## src/rtl/bpuf_pkg.sv

```systemverilog
// Shared types and defaults for the bistable-ring PUF evaluation controller.
package bpuf_pkg;

    localparam int unsigned DEF_WIDTH         = 33;
    localparam int unsigned DEF_NUM_EVALS     = 5;
    localparam int unsigned DEF_RELAX_CYCLES  = 16;
    localparam int unsigned DEF_SETTLE_CYCLES = 64;

    typedef enum logic [2:0] {
        IDLE,
        RELAX,
        EXCITE,
        CAPTURE,
        VOTE,
        DONE
    } state_t;

    // Bits needed to hold values 0..max_val (vote counters use max_val = NUM_EVALS)
    function automatic int unsigned ctr_w(input int unsigned max_val);
        return (max_val < 2) ? 32'd1 : 32'($clog2(max_val + 1));
    endfunction

endpackage

```

## src/rtl/bpuf_vote_acc.sv

```systemverilog
// Vectorised per-bit vote accumulator with majority and unanimity compare.
// BPUF_UNSTABLE_MASK_EN adds the non-unanimous bit mask output.
module bpuf_vote_acc
    import bpuf_pkg::*;
#(
    parameter int unsigned WIDTH     = DEF_WIDTH,
    parameter int unsigned NUM_EVALS = DEF_NUM_EVALS
) (
    input  logic             clk,
    input  logic             rst,
    input  logic             i_clr,
    input  logic             i_inc,
    input  logic [WIDTH-1:0] i_bits,
`ifdef BPUF_UNSTABLE_MASK_EN
    output logic [WIDTH-1:0] o_unstable_c,
`endif
    output logic [WIDTH-1:0] o_maj_c
);

    localparam int unsigned CW = ctr_w(NUM_EVALS);

    logic [CW-1:0] r_cnt [WIDTH];

    always_ff @(posedge clk) begin
        if (rst || i_clr) begin
            for (int i = 0; i < WIDTH; i++) r_cnt[i] <= '0;
        end else if (i_inc) begin
            for (int i = 0; i < WIDTH; i++) r_cnt[i] <= r_cnt[i] + CW'(i_bits[i]);
        end
    end

    always_comb begin
        for (int i = 0; i < WIDTH; i++) begin
            o_maj_c[i] = (r_cnt[i] > CW'(NUM_EVALS / 2));
        end
    end

`ifdef BPUF_UNSTABLE_MASK_EN
    always_comb begin
        for (int i = 0; i < WIDTH; i++) begin
            o_unstable_c[i] = (r_cnt[i] != '0) && (r_cnt[i] != CW'(NUM_EVALS));
        end
    end
`endif

endmodule

```

## src/rtl/bpuf_eval_ctrl.sv

```systemverilog
// Initiator for the bistable-ring PUF array: relax/excite/capture loop with majority vote.
// Optional BPUF_UNSTABLE_MASK_EN exposes resp_unstable (non-unanimous bits).
module bpuf_eval_ctrl
    import bpuf_pkg::*;
#(
    parameter int unsigned WIDTH         = DEF_WIDTH,
    parameter int unsigned NUM_EVALS     = DEF_NUM_EVALS,
    parameter int unsigned RELAX_CYCLES  = DEF_RELAX_CYCLES,
    parameter int unsigned SETTLE_CYCLES = DEF_SETTLE_CYCLES
) (
    input  logic             clk,
    input  logic             rst,
    input  logic             chal_valid,
    output logic             chal_ready,
    input  logic [WIDTH-1:0] chal_in,
    output logic [WIDTH-1:0] puf_chal,
    input  logic [WIDTH-1:0] puf_resp,
    output logic             resp_valid,
    input  logic             resp_ready,
`ifdef BPUF_UNSTABLE_MASK_EN
    output logic [WIDTH-1:0] resp_unstable,
`endif
    output logic [WIDTH-1:0] resp_out,
    output logic             busy
);

    localparam int unsigned PH_MAX = (RELAX_CYCLES > SETTLE_CYCLES) ? RELAX_CYCLES : SETTLE_CYCLES;
    localparam int unsigned PW     = ctr_w(PH_MAX - 1);
    localparam int unsigned EW     = ctr_w(NUM_EVALS);

    if ((NUM_EVALS < 1) || ((NUM_EVALS % 2) == 0)) begin : g_bad_num_evals
        $error("bpuf_eval_ctrl: NUM_EVALS must be odd and >= 1");
    end
    if (RELAX_CYCLES < 1) begin : g_bad_relax
        $error("bpuf_eval_ctrl: RELAX_CYCLES must be >= 1");
    end
    if (SETTLE_CYCLES < 3) begin : g_bad_settle
        $error("bpuf_eval_ctrl: SETTLE_CYCLES must be >= 3");
    end

    state_t           r_state,    w_state_nxt;
    logic [PW-1:0]    r_phase,    w_phase_nxt;
    logic [EW-1:0]    r_eval_cnt, w_eval_nxt;
    logic [WIDTH-1:0] r_chal,     w_chal_nxt;
    logic [WIDTH-1:0] r_resp_out, w_resp_nxt;
    logic [WIDTH-1:0] r_puf_chal, w_puf_chal_nxt;
    logic             r_chal_ready;
    logic             r_resp_valid;
    logic             r_busy;
    logic [WIDTH-1:0] r_sync1;
    logic [WIDTH-1:0] r_sync2;
    logic             w_acc_clr;
    logic             w_acc_inc;
    logic [WIDTH-1:0] w_maj;

    // Two-flop synchroniser; only r_sync2 reaches the vote logic
    always_ff @(posedge clk) begin
        if (rst) begin
            r_sync1 <= '0;
            r_sync2 <= '0;
        end else begin
            r_sync1 <= puf_resp;
            r_sync2 <= r_sync1;
        end
    end

    always_comb begin
        w_state_nxt = r_state;
        w_phase_nxt = r_phase;
        w_eval_nxt  = r_eval_cnt;
        w_chal_nxt  = r_chal;
        w_resp_nxt  = r_resp_out;
        w_acc_clr   = 1'b0;
        w_acc_inc   = 1'b0;
        case (r_state)
            IDLE: begin
                if (chal_valid && r_chal_ready) begin
                    w_chal_nxt  = chal_in;
                    w_acc_clr   = 1'b1;
                    w_eval_nxt  = '0;
                    w_phase_nxt = '0;
                    w_state_nxt = RELAX;
                end
            end
            RELAX: begin
                if (r_phase == PW'(RELAX_CYCLES - 1)) begin
                    w_phase_nxt = '0;
                    w_state_nxt = EXCITE;
                end else begin
                    w_phase_nxt = r_phase + PW'(1);
                end
            end
            EXCITE: begin
                if (r_phase == PW'(SETTLE_CYCLES - 1)) begin
                    w_phase_nxt = '0;
                    w_state_nxt = CAPTURE;
                end else begin
                    w_phase_nxt = r_phase + PW'(1);
                end
            end
            CAPTURE: begin
                w_acc_inc  = 1'b1;
                w_eval_nxt = r_eval_cnt + EW'(1);
                w_state_nxt = (r_eval_cnt == EW'(NUM_EVALS - 1)) ? VOTE : RELAX;
            end
            VOTE: begin
                w_resp_nxt  = w_maj;
                w_state_nxt = DONE;
            end
            DONE: begin
                if (resp_ready) w_state_nxt = IDLE;
            end
            default: w_state_nxt = IDLE;
        endcase
        // The array only sees the challenge while exciting or being captured
        w_puf_chal_nxt = ((w_state_nxt == EXCITE) || (w_state_nxt == CAPTURE)) ? r_chal : '0;
    end

    always_ff @(posedge clk) begin
        if (rst) begin
            r_state      <= IDLE;
            r_phase      <= '0;
            r_eval_cnt   <= '0;
            r_chal       <= '0;
            r_resp_out   <= '0;
            r_puf_chal   <= '0;
            r_chal_ready <= 1'b1;
            r_resp_valid <= 1'b0;
            r_busy       <= 1'b0;
        end else begin
            r_state      <= w_state_nxt;
            r_phase      <= w_phase_nxt;
            r_eval_cnt   <= w_eval_nxt;
            r_chal       <= w_chal_nxt;
            r_resp_out   <= w_resp_nxt;
            r_puf_chal   <= w_puf_chal_nxt;
            r_chal_ready <= (w_state_nxt == IDLE);
            r_resp_valid <= (w_state_nxt == DONE);
            r_busy       <= (w_state_nxt != IDLE);
        end
    end

`ifdef BPUF_UNSTABLE_MASK_EN
    logic [WIDTH-1:0] w_unstable;
    logic [WIDTH-1:0] r_resp_unstable;

    always_ff @(posedge clk) begin
        if (rst) begin
            r_resp_unstable <= '0;
        end else if (r_state == VOTE) begin
            r_resp_unstable <= w_unstable;
        end
    end

    assign resp_unstable = r_resp_unstable;
`endif

    bpuf_vote_acc #(
        .WIDTH     (WIDTH),
        .NUM_EVALS (NUM_EVALS)
    ) u_vote_acc (
        .clk          (clk),
        .rst          (rst),
        .i_clr        (w_acc_clr),
        .i_inc        (w_acc_inc),
        .i_bits       (r_sync2),
`ifdef BPUF_UNSTABLE_MASK_EN
        .o_unstable_c (w_unstable),
`endif
        .o_maj_c      (w_maj)
    );

    assign chal_ready = r_chal_ready;
    assign resp_valid = r_resp_valid;
    assign busy       = r_busy;
    assign puf_chal   = r_puf_chal;
    assign resp_out   = r_resp_out;

endmodule

```

## config.mk

```make
export PLATFORM = sky130hd
export DESIGN_NAME = bpuf_eval_ctrl
export DESIGN_NICKNAME = d
export VERILOG_FILES = /design/src/rtl/bpuf_pkg.sv /design/src/rtl/bpuf_vote_acc.sv /design/src/rtl/bpuf_eval_ctrl.sv
export SDC_FILE = /design/constraint.sdc
export NUM_CORES = 1
export LEC_CHECK = 0
export CAP_MARGIN = 0
export CORE_MARGIN = 5
export CORE_UTILIZATION = 30
export CTS_CLUSTER_DIAMETER = 50
export DETAILED_ROUTE_END_ITERATION = 8
export DONT_BUFFER_PORTS = 1
export GPL_ROUTABILITY_DRIVEN = 0
export GPL_TIMING_DRIVEN = 1
export PLACE_DENSITY = 0.43
export SETUP_SLACK_MARGIN = 0.05
export SYNTH_ARGS = -nofsm -noshare
export SYNTH_HDL_FRONTEND = slang
export SYNTH_SLANG_ARGS = --single-unit
```

## constraint.sdc

```tcl
create_clock -name clk -period 3.3 [get_ports clk]
set_input_delay 0.495 -clock clk [delete_from_list [all_inputs] [get_ports clk]]
set_output_delay 0.495 -clock clk [all_outputs]
set_load 0.1 [all_outputs]
```

==> summary.md, run 1 <==
| Metric | Value |
|---|---|
| Synth warn | 0 |
| Actual slew at the worst max-slew pin | 1.02 ns |
| Final Setup Violations | 0 |
| Xor/xnor cell area share of the yosys netlist | under 10% |
| Core region area | 34700 µm² |
| Number of nets in the layout | 1045 |
| Initial Utilization | 30.5% |
| H-tree depth | 2 |
| Quantity of gates resized following cts | 0 |
| Routed vias/inst | 4.35 |
| WHS Path Cells | 1 |
| DR iter-0 viols | between 150 and 200 |
| Pwr/cell area | 656 nW/µm² |
| Hold endpoint | r_sync2[4]$_SDFF_PP0_ |
| Initial antenna violation count | 1 |
| Max FO, Critical Path | 39 |
| Max Cap Viol | 0 |
| # IOs | about 140 |
| Synth area leader | dfxtp_1 |
| GRT Total Usage | a little over a tenth |
| Clk_lat worst skew | 0.53 ns |
| Critical setup path kind | reg -> reg |
| Register area share after synthesis | 62.2% |
| Final hold violations | 0 |
| Die Y | between 150 and 200 µm |
| First-pass GRT wire length | 33600 µm |
| TNS Setup | 0 ns |
| Commonest non-fill, non-tap cell in the layout | dfxtp_1 |
| Crit path launch | r_state[0]$_SDFF_PP0_ |
| Hold path start | rst |
| Post-Synth Simple-Gate Area | between 10% and 20% |
| Vias in the first global route | ~6300 |
| Cell Rows | 68 |
| Ys async rst share | 0% |
| Fin cells | 1388 |
| Relative slew slack | a little under a third |
| Reg-to-reg startpoint | r_state[0]$_SDFF_PP0_ |
| Class of the worst hold path | in -> reg |
| R2R Path End | u_vote_acc.r_cnt[0][22]$_SDFFCE_PN0P_ |
| Max Freq | 460 MHz |
| # DRC | 0 |
| Die Width | just under 200 µm |
| CTS tree | yes |
| Worst r2r path cells | 4 |
| Vias | ~6000 |
| FILL cells | 3477 |
| Clock Tree Root | clkbuf_16 |
| Multiplexer area fraction after synthesis | 0% |
| Die area | 39100 µm² |
| RSZ-0062 raised after global routing | no |
| Most frequent cells in the layout | 180 x dfxtp_1, 99 x and2_1, 99 x edfxtp_1 |
| CTS Buf Count | 38 |
| Net Count, Synth | between 1000 and 1500 |
| Maximum vdd ir drop | 0.410 mV |
| Reg2Reg Setup Slack | between 1 and 1.5 ns |
| Flops & latches, synth | 279 |
| Synth Area in Compound Gates | 7.59% |
| WL/cell | between 15 and 20 µm |
| Share of layout cells above drive strength 1 | 8.80% |
| CTS sink count | about 280 |
| Top post-synthesis cells by area | dfxtp_1 34%, edfxtp_1 28%, ha_1 8.2% |
| Pleak | 4.72 nW |
| Status | completed |
| Synth Area in Adders | 8.16% |
| Largest net degree at the start of global routing | between 100 and 150 |
| CTS clk-pin slew, worst paths | 0.06 ns |
| Post-DRT Antenna Nets | 0 |
| Clock Skew | 0.0165 ns |
| Total Wirelength | 21000 µm |
| Avg Cell Area, Syn | roughly 12 µm² |
| Final min period | 2.17 ns |
| GRT overflow | 0 |
| Arrival time worst endpoint | 2.56 ns |
| EDFF count, synth | 99 |
| DP Wirelength | 12300 µm |
| Synth top area share | 34.1% |
| Crit path capture type | flip-flop |
| Area delta synth->final | 16.3% |
| Crit path launch type | flip-flop |
| Post-Synthesis Cells | 901 |
| Synthesized area | 10600 µm² |
| Synth cell types | about 50 |
| Placed instance count | ~1300 |
| Max-slew violation count | 0 |
| Drt pass-1 iters | 4 |
| Bufs on Longest Clock Path | 3 |
| Main synth FF type | dfxtp_1 |
| Period utilization | between 60% and 70% |
| Main combinational cell family by area after synthesis | simple AND/OR/NAND/NOR gates |
| PortBufs | 0 |
| CP Data Required Time | 3.69 ns |
## critical path, stage by stage, from the launching register on
cell	delay [ns]
dfxtp_1	0.69
nand3b_1	0.33
nor2_4	0.57
buf_12	0.27
and2_1	0.16
## metrics by stage
| stage | total power (W) | worst slack, ns | hold slack, ns | util [%] | cell area [µm²] |
|---|---|---|---|---|---|
| after CTS | 0.00826 | 1.04 | 0.00591 | 35.4 | 12300 |
| after detailed placement | 0.00420 | 1.06 | 0.423 | 31.9 | 11100 |
| after global placement | 0.00420 | 1.13 | 0.418 | 31.9 | 11100 |
| after floorplan | 0.00413 | 0.0887 | 0.414 | - | 10600 |
| final | 0.00808 | 1.13 | 0.0597 | 35.5 | 12300 |
| after global routing | 0.00847 | 0.867 | 0.00875 | 35.5 | 12300 |
## Yosys cell counts (all sizes together), types with 2 or more instances
cell type and instances:
a211oi 35, a21oi 74, a31oi 4, and2 99, buf 17, clkbuf 30
dfxtp 180, edfxtp 99, ha 69, inv 6, nand2 73, nand2b 3
nand3 3, nand3b 2, nor2 74, nor2b 66, nor3 8, nor3b 2
o21ai 2, o311ai 2, xnor2 34, xor2 2
## layout make-up
type | instances | area (µm²) | area share, %
Timing Repair Buffer | 12 | 130 | 1.06
Sequential cell | 279 | 6580 | 53.4
Antenna cell | 1 | 2.50 | 0.0203
Inverter | 6 | 22.5 | 0.183
Clock buffer | 50 | 1060 | 8.59
Tap cell | 455 | 569 | 4.63
Clock inverter | 16 | 163 | 1.32
Multi-Input combinational cell | 569 | 3790 | 30.8
## per-layer routing
layer,GRT usage [%],part of all wire (%),wire [µm],up-vias
met2,16.3,44,9210,122
li1,-,-,-,3108
met5,0,0,0,-
met1,13.5,45,9440,2769
met4,3.77,2.5,521,0
met3,5.22,8.5,1790,37
## how the worst max path moves through the flow
stage / end / slack, ns / depth (start not counted)
floorplan: u_vote_acc.r_cnt[0][0]$_SDFFCE_PN0P_ / 0.09 / 4
global placement: u_vote_acc.r_cnt[0][34]$_SDFFCE_PN0P_ / 1.13 / 4
detailed placement: u_vote_acc.r_cnt[0][12]$_SDFFCE_PN0P_ / 1.06 / 4
CTS: u_vote_acc.r_cnt[0][12]$_SDFFCE_PN0P_ / 1.04 / 4
global route: u_vote_acc.r_cnt[0][22]$_SDFFCE_PN0P_ / 0.87 / 4
finish: u_vote_acc.r_cnt[0][22]$_SDFFCE_PN0P_ / 1.13 / 4
## state kept, by name, summed over array words and instances, names as in the netlist, 6 cells and up
register / flops
r_sync1: 33
puf_chal: 33
u_vote_acc.r_cnt: 99
resp_out: 33
r_sync2: 33
r_phase: 6
r_chal: 33
## repair_timing
action,in CTS,in global routing
endpoints found under the hold margin,5,0
hold buffers,1,0
buffers inserted,0,0
setup endpoints to repair,0,0
## kinds of logic (layout without fill, tap and decap cells)
group | count (synthesis) | count (layout)
xor gates and xnor gates | 36 | 36
buffers and inverters | 53 | 84
other | 0 | 1
adders and majority gates | 69 | 69
AOI/OAI and AO/OA | 128 | 128
and+or+nand+nor | 336 | 336
DFF | 279 | 279
## power by group
part | internal, W | leakage [nW] | total, W | switching, W
clock network | 0.00243 | 0.603 | 0.00395 | 0.00152
registers | 0.00373 | 2.54 | 0.00382 | 0.0000943
logic | 0.000120 | 1.58 | 0.000298 | 0.000178
(Power assumes the default switching activity.)
==> run 2: changes to the inputs <==
--- a/config.mk
+++ b/config.mk
@@ -13,7 +13,7 @@
 export DONT_BUFFER_PORTS = 1
 export GPL_ROUTABILITY_DRIVEN = 0
 export GPL_TIMING_DRIVEN = 1
-export PLACE_DENSITY = 0.43
+export PLACE_DENSITY = 0.42
 export SETUP_SLACK_MARGIN = 0.05
 export SYNTH_ARGS = -nofsm -noshare
 export SYNTH_HDL_FRONTEND = slang
==> constraint.sdc (replaced) <==
create_clock -name clk -period 2.18 [get_ports clk]
set_input_delay 0.327 -clock clk [delete_from_list [all_inputs] [get_ports clk]]
set_output_delay 0.327 -clock clk [all_outputs]
set_load 0.1 [all_outputs]
==> summary.md, run 2 (synthesized netlist as in run 1, its figures left out) <==
| Metric | Value |
|---|---|
| Clk_lat worst skew | 0.53 ns (about the same) |
| Grt met2 use | 18.8% (+2.5 points) |
| Commonest non-fill, non-tap cell in the layout | dfxtp_1 |
| Initial Utilization | 30.5% (unchanged) |
| Vias in the first global route | 7032 (+12%) |
| FILL cells | 3371 (-3.0%) |
| Vias | 6752 (+12%) |
| Largest net degree at the start of global routing | 101 (-32%) |
| Max-slew violation count | 0 (unchanged) |
| First-pass GRT wire length | 36700 µm (+9.1%) |
| Die Y | 198 µm (unchanged) |
| Total Wirelength | 22800 µm (+8.6%) |
| Final min period | 2.04 ns (-0.136 ns) |
| Clock Skew | 0.0123 ns (-0.00425 ns) |
| Maximum vdd ir drop | 0.583 mV (+42%) |
| Worst Path Buf+Inv | 2 (+1) |
| CP top delay family | buffers and inverters |
| PortBufs | 0 (unchanged) |
| Share of layout cells above drive strength 1 | 15.2% (+6.4 points) |
| RSZ-0062 raised after global routing | no |
| Busiest layer in global routing | met2 |
| Routed vias/inst | 4.33 (-0.47%) |
| Cell Chain, Critical Path | buf_4 > nor4bb_4 > a22oi_2 > o21ai_1 > a21oi_1 > dlygate4sd3_1 |
| Critical setup path kind | reg -> reg |
| Met1 Track Usage GR | 14.3% (+0.82 points) |
| Drt pass-1 iters | 4 (unchanged) |
| Cell Rows | 68 (unchanged) |
| Die Width | 198 µm (unchanged) |
| Arrival time worst endpoint | 2.44 ns (-0.12 ns) |
| CP max stage cell | dlygate4sd3_1 |
| Area delta synth->final | 33.0% |
| Class of the worst hold path | in -> reg |
| Actual slew at the worst max-slew pin | 0.486 ns (-0.534 ns) |
| Max incr delay on CP | 0.56 ns (-0.13 ns) |
| CTS sink count | 279 (unchanged) |
| DR iter-0 viols | 201 (+26%) |
| Most frequent cells in the layout | 178 x dfxtp_1, 99 x and2_1, 99 x edfxtp_1 |
| Fin cells | 1560 (+12%) |
| Bufs on Longest Clock Path | 3 (unchanged) |
| Relative slew slack | 67.6% (+36 points) |
| CTS tree | yes |
| Period utilization | 93.5% (+28 points) |
| WHS | 0.0793 ns (+0.0196 ns) |
| Final hold violations | 0 (unchanged) |
| H-tree depth | 2 (unchanged) |
| CTS Buf Count | 39 (+2.6%) |
| CTS clk-pin slew, worst paths | 0.05 ns (about the same) |
| Initial antenna violation count | 1 (unchanged) |
| Max Cap Viol | 0 (unchanged) |
| GRT overflow | 0 (unchanged) |
| TNS Setup | 0 ns (unchanged) |
| Core Util, Final | 40.5% (+5.1 points) |
| Total power | 0.0133 W (+65%) |
| Status | completed |
| Met3 GRT Util | 4.24% (-0.99 points) |
| Number of nets in the layout | 1215 (+16%) |
| GRT Total Usage | 11.7% (+0.94 points) |
| Clock Tree Root | clkbuf_16 |
| Pleak | 5.72 nW (+21%) |
| DP Wirelength | 13000 µm (+5.5%) |
| Final Setup Violations | 0 (unchanged) |
| ANT cells | 0 (-1) |
| Placed instance count | 1395 (+5.7%) |
| Max FO, Critical Path | 8 (-79%) |
| Biggest register | u_vote_acc.r_cnt |
| Crit path capture type | flip-flop |
| Core region area | 34700 µm² (unchanged) |
| Pwr/cell area | 945 nW/µm² (+44%) |
| # DRC | 0 (unchanged) |
| Max Freq | 491 MHz (+6.7%) |
| Post-DRT Antenna Nets | 0 (unchanged) |
| Die area | 39100 µm² (unchanged) |
| CP Data Required Time | 2.59 ns (-1.10 ns) |
| # IOs | 139 (unchanged) |
| WL/cell | 14.6 µm (-3.4%) |
| Number of flip-flops in the largest register | 99 (unchanged) |
| Crit path launch type | flip-flop |
==> run 2: metrics by stage <==
stage	area, µm²	setup slack (ns)
6_report	14100	0.143
5_1_grt	14100	0.0620
4_1_cts	14100	0.120
3_5_place_dp	11700	0.279
3_3_place_gp	11700	0.285
2_1_floorplan	10600	0.0652
==> run 2: layer usage <==
layer  part of all wire [%]  routed length (µm)
met4                    2.4                 557
met2                     47               10600
met1                     44                9950
met3                    7.2                1650
met5                      0                   0
==> run 2: power breakdown <==
group          switching (W)  total (W)  internal [W]  leakage (nW)
Combinational       0.000344   0.000649      0.000305          2.49
Clock                0.00231    0.00688       0.00456         0.694
Sequential          0.000122    0.00577       0.00565          2.54
==> run 2: repair_timing <==
item                                    4_1_cts  5_1_grt
endpoints found under the hold margin       145        0
hold buffers                                 94        0
endpoints found under the setup margin        0        2
buffers inserted                              0        1
gates resized for setup                       0        2
==> run 2: worst reg2reg max path, cell delays in order (launching register included) <==
cell	delay [ns]
dfxtp_1	0.38
buf_4	0.20
nor4bb_4	0.41
a22oi_2	0.16
o21ai_1	0.15
a21oi_1	0.07
dlygate4sd3_1	0.56
==> run 2: final timing paths <==
| kind | start | endpoint | slack, ns | cells after the start |
|---|---|---|---|---|
| worst min-delay path | rst | r_phase[3]$_SDFFE_PP0P_ | 0.08 | 3 |
| worst min register to register | r_sync1[28]$_SDFF_PP0_ | r_sync2[28]$_SDFF_PP0_ | 0.44 | 1 |
| worst max-delay path | r_state[0]$_SDFF_PP0_ | r_phase[2]$_SDFFE_PP0P_ | 0.14 | 6 |
| worst max register to register | r_state[0]$_SDFF_PP0_ | r_phase[2]$_SDFFE_PP0P_ | 0.14 | 6 |
==> run 2: cell type report <==
type	instances	area, µm²	share of cell area (%)
inverters	6	22.5	0.160
clock inverters	18	308	2.19
multi-input cells	569	3800	27.0
flip-flops and latches	279	6580	46.8
clock buffers	52	1120	7.95
well taps	455	569	4.05
repair buffers	181	1670	11.9
==> run 3: changes to the inputs <==
--- a/config.mk
+++ b/config.mk
@@ -14,7 +14,6 @@
 export GPL_ROUTABILITY_DRIVEN = 0
 export GPL_TIMING_DRIVEN = 1
 export PLACE_DENSITY = 0.42
-export SETUP_SLACK_MARGIN = 0.05
 export SYNTH_ARGS = -nofsm -noshare
 export SYNTH_HDL_FRONTEND = slang
 export SYNTH_SLANG_ARGS = --single-unit
==> summary.md, run 3 (synthesized netlist as in run 1, its figures left out) <==
| Metric | Value |
|---|---|
| Total Wirelength | 23200 µm (+1.9%) |
| Pwr/cell area | 938 nW/µm² (-0.74%) |
| Max incr delay on CP | 0.55 ns (about the same) |
| First-pass GRT wire length | 36800 µm (+0.38%) |
| Max Cap Viol | 0 (unchanged) |
| Total power | 0.0133 W (about the same) |
| # IOs | 139 (unchanged) |
| Core region area | 34700 µm² (unchanged) |
| H-tree depth | 2 (unchanged) |
| Fin area | 14200 µm² (+0.65%) |
| CTS Buf Count | 39 (unchanged) |
| Routed vias/inst | 4.34 (+0.31%) |
| ANT cells | 0 (unchanged) |
| Relative slew slack | 66.7% (-0.95 points) |
| CTS clk-pin slew, worst paths | 0.05 ns (about the same) |
| Drt pass-1 iters | 4 (unchanged) |
| FILL cells | 3362 (-0.27%) |
| Hold path start | rst |
| Die area | 39100 µm² (unchanged) |
| RSZ-0062 raised after global routing | no |
| Vias | 6803 (+0.76%) |
| Critical setup path kind | reg -> reg |
| Cell Chain, Critical Path | buf_4 > nor4bb_4 > nand2_2 > buf_12 > nand2_1 > a21oi_1 > dlygate4sd3_1 |
| GRT overflow | 0 (unchanged) |
| Status | completed |
| Reg-to-reg startpoint | r_state[0]$_SDFF_PP0_ |
| Class of the worst hold path | in -> reg |
| Clock Tree Root | clkbuf_16 |
| PortBufs | 0 (unchanged) |
| CTS tree | yes |
| CP max stage cell | dlygate4sd3_1 |
| Die Width | 198 µm (unchanged) |
| Cell Area, Placed | 11700 µm² (unchanged) |
| Pleak | 5.77 nW (+0.95%) |
| Most frequent cells in the layout | 177 x dfxtp_1, 99 x and2_1, 99 x edfxtp_1 |
| GRT Total Usage | 11.8% (+0.054 points) |
| Crit path capture type | flip-flop |
| WHS | 0.0768 ns (-0.00253 ns) |
| Initial Utilization | 30.5% (unchanged) |
| Number of flip-flops in the largest register | 99 (unchanged) |
| Max-slew violation count | 0 (unchanged) |
| Maximum vdd ir drop | 0.582 mV (about the same) |
| Bufs on Longest Clock Path | 3 (unchanged) |
| Area delta synth->final | 33.9% |
| Biggest register | u_vote_acc.r_cnt |
| Clock Skew | 0.0117 ns (-0.000557 ns) |
| Arrival time worst endpoint | 2.49 ns (+0.05 ns) |
| Crit path launch type | flip-flop |
| CP Data Required Time | 2.59 ns (about the same) |
| Cell Rows | 68 (unchanged) |
| CTS sink count | 279 (unchanged) |
| DP Wirelength | 13000 µm (unchanged) |
| Largest net degree at the start of global routing | 104 (+3.0%) |
| # DRC | 0 (unchanged) |
| Final hold violations | 0 (unchanged) |
| Final min period | 2.08 ns (+0.0439 ns) |
| DR iter-0 viols | 219 (+9.0%) |
| Commonest non-fill, non-tap cell in the layout | dfxtp_1 |
| Number of nets in the layout | 1222 (+0.58%) |
| Crit path launch | r_state[0]$_SDFF_PP0_ |
| Post-DRT Antenna Nets | 0 (unchanged) |
| Final Setup Violations | 0 (unchanged) |
| Vias in the first global route | 7059 (+0.38%) |
| Initial antenna violation count | 1 (unchanged) |
| Share of layout cells above drive strength 1 | 15.5% (+0.26 points) |
| Actual slew at the worst max-slew pin | 0.500 ns (+0.0143 ns) |
| WL/cell | 14.8 µm (+1.4%) |
| TNS Setup | 0 ns (unchanged) |
| Clk_lat worst skew | 0.53 ns (about the same) |
| Max FO, Critical Path | 34 (+26) |
| Period utilization | 95.5% (+2.0 points) |
| Core Util, Final | 40.8% (+0.26 points) |
| Die Y | 198 µm (unchanged) |
| Max Freq | 480 MHz (-2.1%) |
==> run 3: changes by cell type in the layout (fill, tap and decap cells not counted) <==
| cell | previous run | this run |
|---|---|---|
| buf_12 | 5 | 6 |
| dfxtp_2 | 2 | 3 |
| clkbuf_16 | 42 | 43 |
| a22oi_1 | 0 | 1 |
| nand2_1 | 72 | 71 |
| a22oi_2 | 1 | 0 |
| dfxtp_1 | 178 | 177 |
| buf_4 | 82 | 83 |
| nand2_2 | 0 | 1 |
| dlygate4sd3_1 | 93 | 97 |
==> run 3: worst paths after layout <==
check | to | depth (start not counted) | slack [ns]
worst max-delay path | r_chal[19]$_SDFFE_PP0P_ | 7 | 0.1
worst min-delay path | r_phase[3]$_SDFFE_PP0P_ | 3 | 0.08
worst max register to register | r_chal[19]$_SDFFE_PP0P_ | 7 | 0.1
worst min register to register | r_sync2[23]$_SDFF_PP0_ | 1 | 0.43
==> run 3: final cells by class <==
class	instances	area [µm²]	area share [%]
flip-flops and latches	279	6580	46.5
multi-input cells	569	3800	26.8
repair buffers	188	1770	12.5
clock buffers	52	1120	7.90
well taps	455	569	4.02
clock inverters	18	308	2.17
inverters	6	22.5	0.159
==> run 3: worst max-delay path: cells and delay by family (launching register included) <==
family | cells | cell delay (ns)
AO/OA/AOI/OAI | 1 | 0.05
flip-flops | 1 | 0.38
AND/OR/NAND/NOR | 3 | 0.59
buffers and inverters | 3 | 0.94
==> run 3: where the power goes <==
group          switching, W  internal (W)
Sequential         0.000122       0.00565
Combinational      0.000344      0.000300
Clock               0.00231       0.00456
Total               0.00277        0.0105
==> run 3: through the flow <==
stage | std cells | setup WS, ns
2_1_floorplan | 901 | 0.0652
3_3_place_gp | 1395 | 0.285
3_5_place_dp | 1395 | 0.279
4_1_cts | 1563 | 0.0107
5_1_grt | 1567 | 0.0284
6_report | 1567 | 0.0988
==> run 3: what timing repair did <==
item	CTS	global route
hold buffers	98	0
resized for setup	0	6
setup endpoints to repair	0	20
setup buffers	0	3
endpoints found under the hold margin	145	0
==> run 3: routing by layer <==
metal | GRT usage, % | vias up | wire length, µm
li1 | - | 3447 | -
met1 | 14.4 | 3198 | 10100
met2 | 18.9 | 119 | 10900
met3 | 4.17 | 39 | 1620
met4 | 4.85 | 0 | 580
met5 | 0 | - | 0
==> edit, RTL diff (flow settings as in run 1) <==
Set the package constant `DEF_SETTLE_CYCLES` to 128 (it was 64).
--- a/src/rtl/bpuf_pkg.sv
+++ b/src/rtl/bpuf_pkg.sv
@@ -5,5 +5,5 @@
     localparam int unsigned DEF_NUM_EVALS     = 5;
     localparam int unsigned DEF_RELAX_CYCLES  = 16;
-    localparam int unsigned DEF_SETTLE_CYCLES = 64;
+    localparam int unsigned DEF_SETTLE_CYCLES = 128;
 
     typedef enum logic [2:0] {
Check against the original RTL: same outputs for any inputs over 10 cycles, from zero or initial values and one cycle with rst high; that may be too few to reach the edited logic, so the function may still have changed.
==> edit against run 1 <==
Routed wire length rose by 1.5%; total power grew 1.9%; sequential cell count rose by 1; highest routed layer unchanged; largest power group unchanged; cell area up 1.2%; combinational power shrank 9.7%; critical path type unchanged; cell count increased by 1.6%; worst setup slack worse by 0.23 ns; die area increased by 0.41%; synthesized area is 0.44% higher; non-clock buffer count fell by 1; core utilization down 0.18 points.
==> edit: results (changes against run 1) <==
| Metric | Value |
|---|---|
| Outcome | finished clean |
| Post-DP HPWL | 12.56 mm (+2.1%) |
| Crit path max fanout | 51 (+31%) |
| Unique masters post-synth | 44 (-10%) |
| Largest net degree at the start of global routing | 143 (-3.4%) |
| Antenna violations before repair | 0 (-1) |
| Top cells by count, synth | dfxtp_1, and2_1, edfxtp_1, nand2_1, a21oi_1 |
| Dpl cells | 1339 (+1.4%) |
| Vias in the first global route | 6418 (+2.0%) |
| Worst-Margin Slew | 1.092 ns (+0.07309 ns) |
| Post-synthesis cell count | 916 (+1.7%) |
| CP Launch Point | r_state[1] |
| Post-cts sizing count | 0 (unchanged) |
| Layout cells sized above 1 | 8.957% (+0.16 points) |
| Placed cell area | 0.01114 mm^2 (+0.56%) |
| Global-route wire length before repair | 34.33 mm (+2.2%) |
| Syn Nets | 1055 (+1.4%) |
| Via count | 6173 (+2.3%) |
| TritonCTS Buffers | 40 (+5.3%) |
| Detail-routed via count per cell | 4.378 (+0.67%) |
| Sequential fraction of the synthesis area | 62.07% (-0.082 points) |
| Antenna cells | 0 (-1) |
| WL/cell | 15.09 um (about the same) |
| Maximum vdd drop | 0.4619 mV (+13%) |
| Initial DRC count | 184 (+15%) |
| Top cells by area, synth | dfxtp_1, edfxtp_1, ha_1 |
| CP Data Arrival Time | 2.60 ns (+0.04 ns) |
| Layout fillers | 3538 (+1.8%) |
| Static leakage | 4.857 nW (+2.8%) |
| Final Skew | 0.01588 ns (-0.0006654 ns) |
-- edit: power breakdown --
part           total (mW)  switching, mW  internal [mW]
Sequential           3.81         0.0770           3.73
Combinational       0.269          0.160          0.109
Clock                4.16           1.55           2.60
-- edit: stage by stage --
step                      hold WS [ns]  power [mW]  worst slack [ns]  utilization, %
final                          0.05665       8.233            0.9001           35.28
after global routing          0.005255       8.623            0.7360           35.28
after CTS                    0.0006051       8.428            0.8890           35.28
after detailed placement        0.4220       4.152            0.9110           31.54
after global placement          0.4171       4.154            0.9220           31.54
after floorplan                 0.4138       4.083            0.4593               -
-- edit: cells by family (layout without fill, tap and decap cells) --
kind of cell               count (synthesis)  after routing  share of synthesized area, %
xor gates and xnor gates                  37             37                         3.050
buffers and inverters                     51             84                         1.966
and+or+nand+nor                          345            345                         17.00
AOI/OAI and AO/OA                        134            134                         7.783
adders and majority gates                 69             69                         8.124
DFF                                      280            280                         62.07
-- edit: worst paths after layout --
kind,endpoint,cells after the start,slack (ns)
max,u_vote_acc.r_cnt[0][69],3,0.90
min,r_chal[28],1,0.06
max reg2reg,u_vote_acc.r_cnt[0][69],3,0.90
min reg2reg,r_sync2[22],1,0.43
-- edit: final cells by class --
type	count	area (um^2)	share of cell area, %
clock inverter	18	168.9	1.356
clock buffer	52	1140	9.151
timing repair buffer	11	110.1	0.8840
sequential	280	6596	52.96
multi-input combinational	585	3852	30.93
tap	461	576.8	4.631
inverter	3	11.26	0.09041
-- edit: routing by layer --
| metal | track usage (%) | part of all wire, % |
|---|---|---|
| met5 | 0 | 0 |
| met1 | 14.31 | 47 |
| met2 | 16.73 | 44 |
| met3 | 3.573 | 6.1 |
| met4 | 4.820 | 3.3 |
